File: src/rtl/ahb_ifetch_master_pkg.sv
// Shared AHB-Lite encodings and the instruction-fetch FSM state type.
package ahb_ifetch_master_pkg;

   typedef enum logic [1:0] {
      HTRANS_IDLE   = 2'b00,
      HTRANS_BUSY   = 2'b01,
      HTRANS_NONSEQ = 2'b10,
      HTRANS_SEQ    = 2'b11
   } htrans_t;

   localparam logic [2:0] HSIZE_WORD    = 3'b010;
   localparam logic [2:0] HBURST_SINGLE = 3'b000;
   localparam logic       HRESP_OKAY    = 1'b0;
   localparam logic       HRESP_ERROR   = 1'b1;

   typedef enum logic [1:0] {
      ST_IDLE = 2'b00,
      ST_ADDR = 2'b01,
      ST_DATA = 2'b10,
      ST_ERR  = 2'b11
   } ifetch_state_t;

endpackage

File: src/rtl/ahb_ifetch_master.sv
// Read-only AHB-Lite instruction fetcher: one single-beat word read in flight,
// owns the fetch PC and hands back each instruction with its address.
module ahb_ifetch_master
   import ahb_ifetch_master_pkg::*;
#(
   parameter int                ADDR_W   = 32,
   parameter int                DATA_W   = 32,
   parameter logic [ADDR_W-1:0] RESET_PC = 32'h0000_0004
) (
   input  logic              clk,
   input  logic              reset,
   input  logic              fetch_req,
   input  logic              redirect_valid,
   input  logic [ADDR_W-1:0] redirect_pc,
   output logic              instr_valid,
   output logic [DATA_W-1:0] instr,
   output logic [ADDR_W-1:0] instr_pc,
   output logic              fetch_err,
   output logic              busy,
   output logic [ADDR_W-1:0] HADDR,
   output logic [1:0]        HTRANS,
   output logic              HWRITE,
   output logic [2:0]        HSIZE,
   output logic [2:0]        HBURST,
   input  logic              HREADY,
   input  logic [DATA_W-1:0] HRDATA,
   input  logic              HRESP
);

   ifetch_state_t     r_state, w_state_nxt;
   htrans_t           r_htrans, w_htrans_nxt;
   logic [ADDR_W-1:0] r_pc, w_pc_nxt;
   logic [ADDR_W-1:0] r_haddr, w_haddr_nxt;
   logic [DATA_W-1:0] r_instr;
   logic [ADDR_W-1:0] r_instr_pc;
   logic              r_instr_valid, w_instr_valid_nxt;
   logic              r_fetch_err, w_fetch_err_nxt;
   logic              r_drop_pending, w_drop_nxt;
   logic              w_load_instr;
   logic [ADDR_W-1:0] w_redir_pc;

   assign w_redir_pc = {redirect_pc[ADDR_W-1:2], 2'b00};

   always_comb begin
      w_state_nxt       = r_state;
      w_htrans_nxt      = r_htrans;
      w_pc_nxt          = r_pc;
      w_haddr_nxt       = r_haddr;
      w_drop_nxt        = r_drop_pending;
      w_instr_valid_nxt = 1'b0;
      w_fetch_err_nxt   = 1'b0;
      w_load_instr      = 1'b0;
      case (r_state)
         ST_IDLE: begin
            w_htrans_nxt = HTRANS_IDLE;
            if (redirect_valid) begin
               w_pc_nxt = w_redir_pc;
            end else begin
               w_pc_nxt = r_pc;
            end
            if (fetch_req) begin
               w_haddr_nxt  = redirect_valid ? w_redir_pc : r_pc;
               w_htrans_nxt = HTRANS_NONSEQ;
               w_state_nxt  = ST_ADDR;
            end else begin
               w_state_nxt  = ST_IDLE;
            end
         end
         ST_ADDR: begin
            if (HREADY) begin
               w_htrans_nxt = HTRANS_IDLE;
               w_state_nxt  = ST_DATA;
            end else begin
               w_state_nxt  = ST_ADDR;
            end
         end
         ST_DATA: begin
            // A slave that errors without the two-cycle handshake is still an error completion.
            if (HRESP == HRESP_ERROR) begin
               if (HREADY) begin
                  w_fetch_err_nxt = 1'b1;
                  w_drop_nxt      = 1'b0;
                  w_state_nxt     = ST_IDLE;
               end else begin
                  w_state_nxt     = ST_ERR;
               end
            end else if (HREADY) begin
               if (!r_drop_pending && !redirect_valid) begin
                  w_instr_valid_nxt = 1'b1;
                  w_load_instr      = 1'b1;
                  w_pc_nxt          = r_pc + ADDR_W'(4);
               end else begin
                  w_instr_valid_nxt = 1'b0;
               end
               w_drop_nxt  = 1'b0;
               w_state_nxt = ST_IDLE;
            end else begin
               w_state_nxt = ST_DATA;
            end
         end
         ST_ERR: begin
            if (HREADY) begin
               w_fetch_err_nxt = 1'b1;
               w_drop_nxt      = 1'b0;
               w_state_nxt     = ST_IDLE;
            end else begin
               w_state_nxt     = ST_ERR;
            end
         end
         default: begin
            w_htrans_nxt = HTRANS_IDLE;
            w_state_nxt  = ST_IDLE;
         end
      endcase
      // Mid-transfer redirect: the bus beat still finishes, but its data belongs to the old PC.
      if (redirect_valid && (r_state != ST_IDLE)) begin
         w_pc_nxt   = w_redir_pc;
         w_drop_nxt = (w_state_nxt != ST_IDLE);
      end else begin
         w_drop_nxt = w_drop_nxt;
      end
   end

   always_ff @(posedge clk) begin
      if (!reset) begin
         r_state        <= ST_IDLE;
         r_htrans       <= HTRANS_IDLE;
         r_pc           <= RESET_PC;
         r_haddr        <= '0;
         r_instr        <= '0;
         r_instr_pc     <= '0;
         r_instr_valid  <= 1'b0;
         r_fetch_err    <= 1'b0;
         r_drop_pending <= 1'b0;
      end else begin
         r_state        <= w_state_nxt;
         r_htrans       <= w_htrans_nxt;
         r_pc           <= w_pc_nxt;
         r_haddr        <= w_haddr_nxt;
         r_instr_valid  <= w_instr_valid_nxt;
         r_fetch_err    <= w_fetch_err_nxt;
         r_drop_pending <= w_drop_nxt;
         if (w_load_instr) begin
            r_instr    <= HRDATA;
            r_instr_pc <= r_haddr;
         end else begin
            r_instr    <= r_instr;
            r_instr_pc <= r_instr_pc;
         end
      end
   end

   assign instr_valid = r_instr_valid;
   assign instr       = r_instr;
   assign instr_pc    = r_instr_pc;
   assign fetch_err   = r_fetch_err;
   assign busy        = (r_state != ST_IDLE);
   assign HADDR       = r_haddr;
   assign HTRANS      = r_htrans;
   assign HWRITE      = 1'b0;
   assign HSIZE       = HSIZE_WORD;
   assign HBURST      = HBURST_SINGLE;

endmodule

File: config.mk
export PLATFORM = sky130hd
export DESIGN_NAME = ahb_ifetch_master
export DESIGN_NICKNAME = d
export VERILOG_FILES = /design/src/rtl/ahb_ifetch_master_pkg.sv /design/src/rtl/ahb_ifetch_master.sv
export SDC_FILE = /design/constraint.sdc
export NUM_CORES = 1
export LEC_CHECK = 0
export ABC_AREA = 1
export CAP_MARGIN = 20
export CORE_UTILIZATION = 40
export DETAILED_ROUTE_END_ITERATION = 7
export GPL_ROUTABILITY_DRIVEN = 0
export PLACE_DENSITY = 0.67
export REMOVE_ABC_BUFFERS = 1
export SYNTH_ARGS = -nofsm -noshare
export SYNTH_HDL_FRONTEND = slang
export SYNTH_SLANG_ARGS = --single-unit
File: constraint.sdc
create_clock -name clk -period 3.8 [get_ports clk]
set_input_delay 0.57 -clock clk [delete_from_list [all_inputs] [get_ports clk]]
set_output_delay 0.57 -clock clk [all_outputs]
set_load 0.02 [all_outputs]
# Word level (Yosys, flattened, before mapping)
# Index checks and enable logic that the tools add are counted.
[totals]
latchBits = 0
mem_bits_ro = 0
out_inout_bits = 108
in_bits = 70
ramBits = 0
memories = 0
wordCells = 66
regBits = 135
[classes]
div_mod_pow = 0
n_mul = 0
muxes = 25
n_shift = 0
reduce_logical = 19
bitwise = 1
add_sub_neg = 1
eq_ne = 10
n_lt_le_gt_ge = 0
[ops]
columns = ["op", "count"]
rows = [
  ["32-bit 2-to-1 mux", 5],
  ["32-bit case mux with 2 select lines", 1],
  ["32-bit by 3-bit adder with 32-bit output, second input constant", 1],
  ["2-bit 2-to-1 mux", 6],
  ["2-bit nonzero test", 6],
  ["1-bit 2-to-1 mux", 10],
  ["3-bit inequality test, second input constant", 3],
  ["2-bit inequality test, second input constant", 4],
  ["2-bit case mux with 4 select lines", 1],
  ["4-bit AND reduction", 2],
  ["2-bit AND reduction", 3],
  ["2-bit == test, second input constant", 2],
  ["2-bit case mux with 2 select lines", 1],
  ["2-bit OR reduction", 2],
  ["3-bit nonzero test", 1],
  ["2-bit by 1-bit == test with 1-bit output, second input constant", 1],
  ["1-bit logical AND", 2],
  ["1-bit zero test", 2],
  ["2-bit zero test", 1],
  ["1-bit case mux with 2 select lines", 1],
  ["1-bit NOT", 1],
]

# Longest topological paths before layout
[logic_depth]
word_depth = 7
depth_mapped = 10
mapped_depth_nobuf = 10

# Least setup slack after synthesis
# Ideal clock, no wire load.
[synth_path]
path_kind = "input to register"
from = "in redirect_valid"
to = "reg r_pc[14]"
required_time_ns = 3.665
arrival_ns = 1.566
n_path_buf = 2
path_slack_ns = 2.099
cell_stages = 8
setup_time_ns = 0.135
path_cell_list = "buf_4 > inv_1 > buf_2 > or2_2 > o21ai_0 > inv_1 > o211ai_1 > a21oi_1"
[synth_between]
elab_chain_cells = 4
word_cells_on_any_way = 11
classes_between = "eq/ne (3); mux (3); reduce/logical (5)"
[synth_lines]
columns = ["item", "line_no", "rtl"]
rows = [
  ["start, declared", "ahb_ifetch_master.sv:13", "input logic redirect_valid,"],
  ["1-bit zero test", "ahb_ifetch_master.sv:88", "if (!r_drop_pending && !redirect_valid) begin"],
  ["1-bit logical AND", "ahb_ifetch_master.sv:88", ""],
  ["3-bit inequality test (no source line)", "--", ""],
  ["4-bit AND reduction (no source line)", "--", ""],
  ["end signal, assigned", "ahb_ifetch_master.sv:138", "r_pc <= w_pc_nxt;"],
  ["end, declared", "ahb_ifetch_master.sv:32", "logic [ADDR_W-1:0] r_pc, w_pc_nxt;"],
]
# Several ways; a longest one is shown, not always the timed one.
# A chain may end at the register's enable or synchronous reset.

# Final worst setup path
[layout_path]
from = "reg r_state[1]"
to = "out busy"
[layout_between]
elab_chain_cells = 1
[layout_lines]
columns = ["item", "line_no", "rtl"]
rows = [
  ["start, declared", "ahb_ifetch_master.sv:30", "ifetch_state_t r_state, w_state_nxt;"],
  ["start signal, assigned", "ahb_ifetch_master.sv:136", "r_state <= w_state_nxt;"],
  ["2-bit nonzero test", "ahb_ifetch_master.sv:157", "assign busy = (r_state != ST_IDLE);"],
  ["end, declared", "ahb_ifetch_master.sv:19", "output logic busy,"],
]
# No other way between the ends.

==> results.json <==
{
  "status": "completed",
  "seq_area_um2": 2680,
  "final_area_um2": 8740,
  "ctsHoldBuffers": 0,
  "die_area_um2": 16600,
  "synth-edff-count": 0,
  "netlist_area_um2": 6440,
  "cts_tree": "built",
  "cts.sinks": 134,
  "clk_path_buf_depth": 2,
  "drtPass1Iterations": 5,
  "insertedDiodeCount": 0,
  "syn2layout_area_growth_pct": 35.8,
  "cts_made_buffers": 17,
  "avgSynthCellArea_um2": 6.82,
  "htree_levels": 4,
  "grt_max_degree": 130,
  "grtUsageTotal_pct": 20.9,
  "grt_pass1_wl_um": 27200,
  "ys_ff_latch": 134,
  "cellPowerDensity_nw_per_um2": 409,
  "multi_input_area_um2": 2980,
  "fin_skew_ns": 0.00558,
  "hold_path_class": "flop to flop",
  "slowest_delay_ns": 0.66,
  "drive_gt1_share_pct": 5.65,
  "critPathCaptureType": "output port",
  "synth_top_area_share_pct": 41.7,
  "drt_wl_total_um": 17200,
  "cp-start-kind": "flop",
  "postCtsSetupBuffers": 0,
  "grt-ovfl-total": 0,
  "ys_top_cells_by_area": "dfxtp_1, nand2_1, a21oi_1",
  "initial_core_util_pct": 40.8,
  "critical_path_required_ns": 3.23,
  "synth_common_cells": "nand2_1, dfxtp_1, inv_1",
  "nets": 1158,
  "peakVddDrop_mv": 0.339,
  "yosysSeqAreaShare_pct": 41.7,
  "synth-main-ff-cell": "dfxtp_1",
  "crit_type": "flop to output port",
  "fin_crit_sh_pct": 72.7,
  "antenna_found_initial": 0,
  "min_period_ns": 2.76,
  "place_area_um2": 8180,
  "clk_latency_ns": 0.41,
  "cts-resized-gates": 0,
  "drc": 0,
  "rsz0062_at_grt": "false",
  "tightestPinTransition_ns": 0.763,
  "clk_pin_slew_ns": 0.05,
  "crit_arrival_ns": 2.19,
  "hold_viol": 0,
  "setup_viol": 0,
  "fmax_ghz": 0.362,
  "synth_top_cell_by_area": "dfxtp_1",
  "fp.dieH_um": 129,
  "dp_hpwl_um": 11800,
  "max-cap-violations": 0,
  "p_leak_uw": 0.00312,
  "root_buffer": "clkbuf_16",
  "ys_types": 35,
  "synthCells": 944,
  "crit_family": "buffers and inverters",
  "ys_warn_count": 0,
  "finalNonFillerCells": 1314,
  "cp_slowest_cell": "clkdlybuf4s50_1",
  "path_buf_inv": 2,
  "final_util_pct": 55.4,
  "worstPathCellList": "nor2_4, inv_1, clkdlybuf4s50_1",
  "coreArea_um2": 15800,
  "yosysMostFrequentCell": "nand2_1",
  "drtIter0Drc": 352,
  "slew_viol_final": 0,
  "post_drt_wl_per_cell_um": 13.1,
  "drtAntennaViolNets": 0,
  "vias": 6367,
  "grt_pass1_vias": 5469,
  "die_w_um": 129,
  "ys_async_sr_fraction_pct": 0,
  "vias_per_cell": 4.85,
  "n_fill_cell": 1600,
  "setup-tns-final_ns": 0,
  "port-buffer-count": 167,
  "dp_cells": 1283,
  "relSlewSlack_pct": 49.0,
  "num_rows": 46,
  "boundaryPins": 178,
  "path_max_fanout": 13
}
layout by cell type, fill, tap and decap left out, types with 4 or more instances in the layout:
master / netlist / routed
inv_1: 130 / 129
dfxtp_1: 134 / 134
clkbuf_1: 35 / 6
o211ai_1: 13 / 13
buf_4: 13 / 11
clkbuf_16: 0 / 17
o21ai_0: 121 / 121
clkdlybuf4s50_1: 0 / 166
conb_1: 2 / 8
nor2_4: 7 / 7
a31oi_1: 4 / 4
or2_2: 5 / 5
clkbuf_8: 0 / 5
a211oi_1: 9 / 9
nor2_2: 4 / 5
a21oi_1: 125 / 125
nor2_1: 72 / 71
nand2_1: 183 / 183
nand3_1: 44 / 44
area by class of cell:
| type | count | area share (%) |
|---|---|---|
| inverter | 132 | 5.67 |
| clock buffer | 28 | 5.91 |
| multi-input combinational | 623 | 34.1 |
| clock inverter | 2 | 0.172 |
| sequential | 134 | 30.7 |
| tap | 216 | 3.09 |
| timing repair buffer | 179 | 20.3 |
power by group:
part           total, µW  leakage, µW  internal (µW)  switching (µW)
Clock               1490     0.000253            914             574
Combinational        554      0.00178            230             324
Sequential          1540      0.00109           1480            60.2
Total               3580      0.00312           2620             958
state kept, by name, summed over array words and instances (netlist names), named ones only:
| signal | flops |
|---|---|
| instr_valid | 1 |
| HADDR | 32 |
| HTRANS | 1 |
| fetch_err | 1 |
| r_state | 2 |
| r_pc | 30 |
| instr_pc | 32 |
| r_drop_pending | 1 |
| instr | 32 |
per-layer routing:
| layer | global-route usage, % | vias up | share of wire [%] |
|---|---|---|---|
| li1 | - | 3318 | - |
| met1 | 28.0 | 2830 | 48 |
| met2 | 32.8 | 193 | 44 |
| met3 | 4.03 | 26 | 6.3 |
| met4 | 8.72 | 0 | 2.0 |
| met5 | 0 | - | 0 |
stage by stage:
step           setup slack, ns  total power [µW]  hold slack [ns]
2_1_floorplan           -0.277              1860            0.426
3_3_place_gp             0.967              2110            0.431
3_5_place_dp             0.927              2120            0.435
4_1_cts                   1.04              3610            0.444
5_1_grt                  0.994              3730            0.459
6_report                  1.04              3580            0.440
worst min-delay path, delay by kind of cell (launching register included):
kind / cells / cell delay [ns]
flip-flops: 1 / 0.30
AO/OA/AOI/OAI: 1 / 0.05
buffers and inverters: 1 / 0.04
final timing paths:
kind | startpoint | end | slack (ns) | cells after the start
max | r_state[1]$_SDFF_PN0_ | busy | 1.04 | 3
min | instr[28]$_SDFFE_PN0P_ | instr[28]$_SDFFE_PN0P_ | 0.44 | 2
max reg2reg | r_state[1]$_SDFF_PN0_ | r_pc[6]$_SDFFE_PN0P_ | 1.75 | 8
min reg2reg | instr[28]$_SDFFE_PN0P_ | instr[28]$_SDFFE_PN0P_ | 0.44 | 2
kinds of logic (layout without fill, tap and decap cells):
| logic type | count (synthesis) | in the layout | synth area share, % |
|---|---|---|---|
| and+or+nand+nor | 329 | 329 | 21.9 |
| adders and majority gates | 1 | 1 | 0.194 |
| other | 2 | 8 | 0.117 |
| DFF | 134 | 134 | 41.7 |
| buffers and inverters | 193 | 341 | 12.3 |
| AOI/OAI and AO/OA | 282 | 282 | 23.3 |
| xor gates and xnor gates | 3 | 3 | 0.408 |
Power figures use the tool's default switching activity.
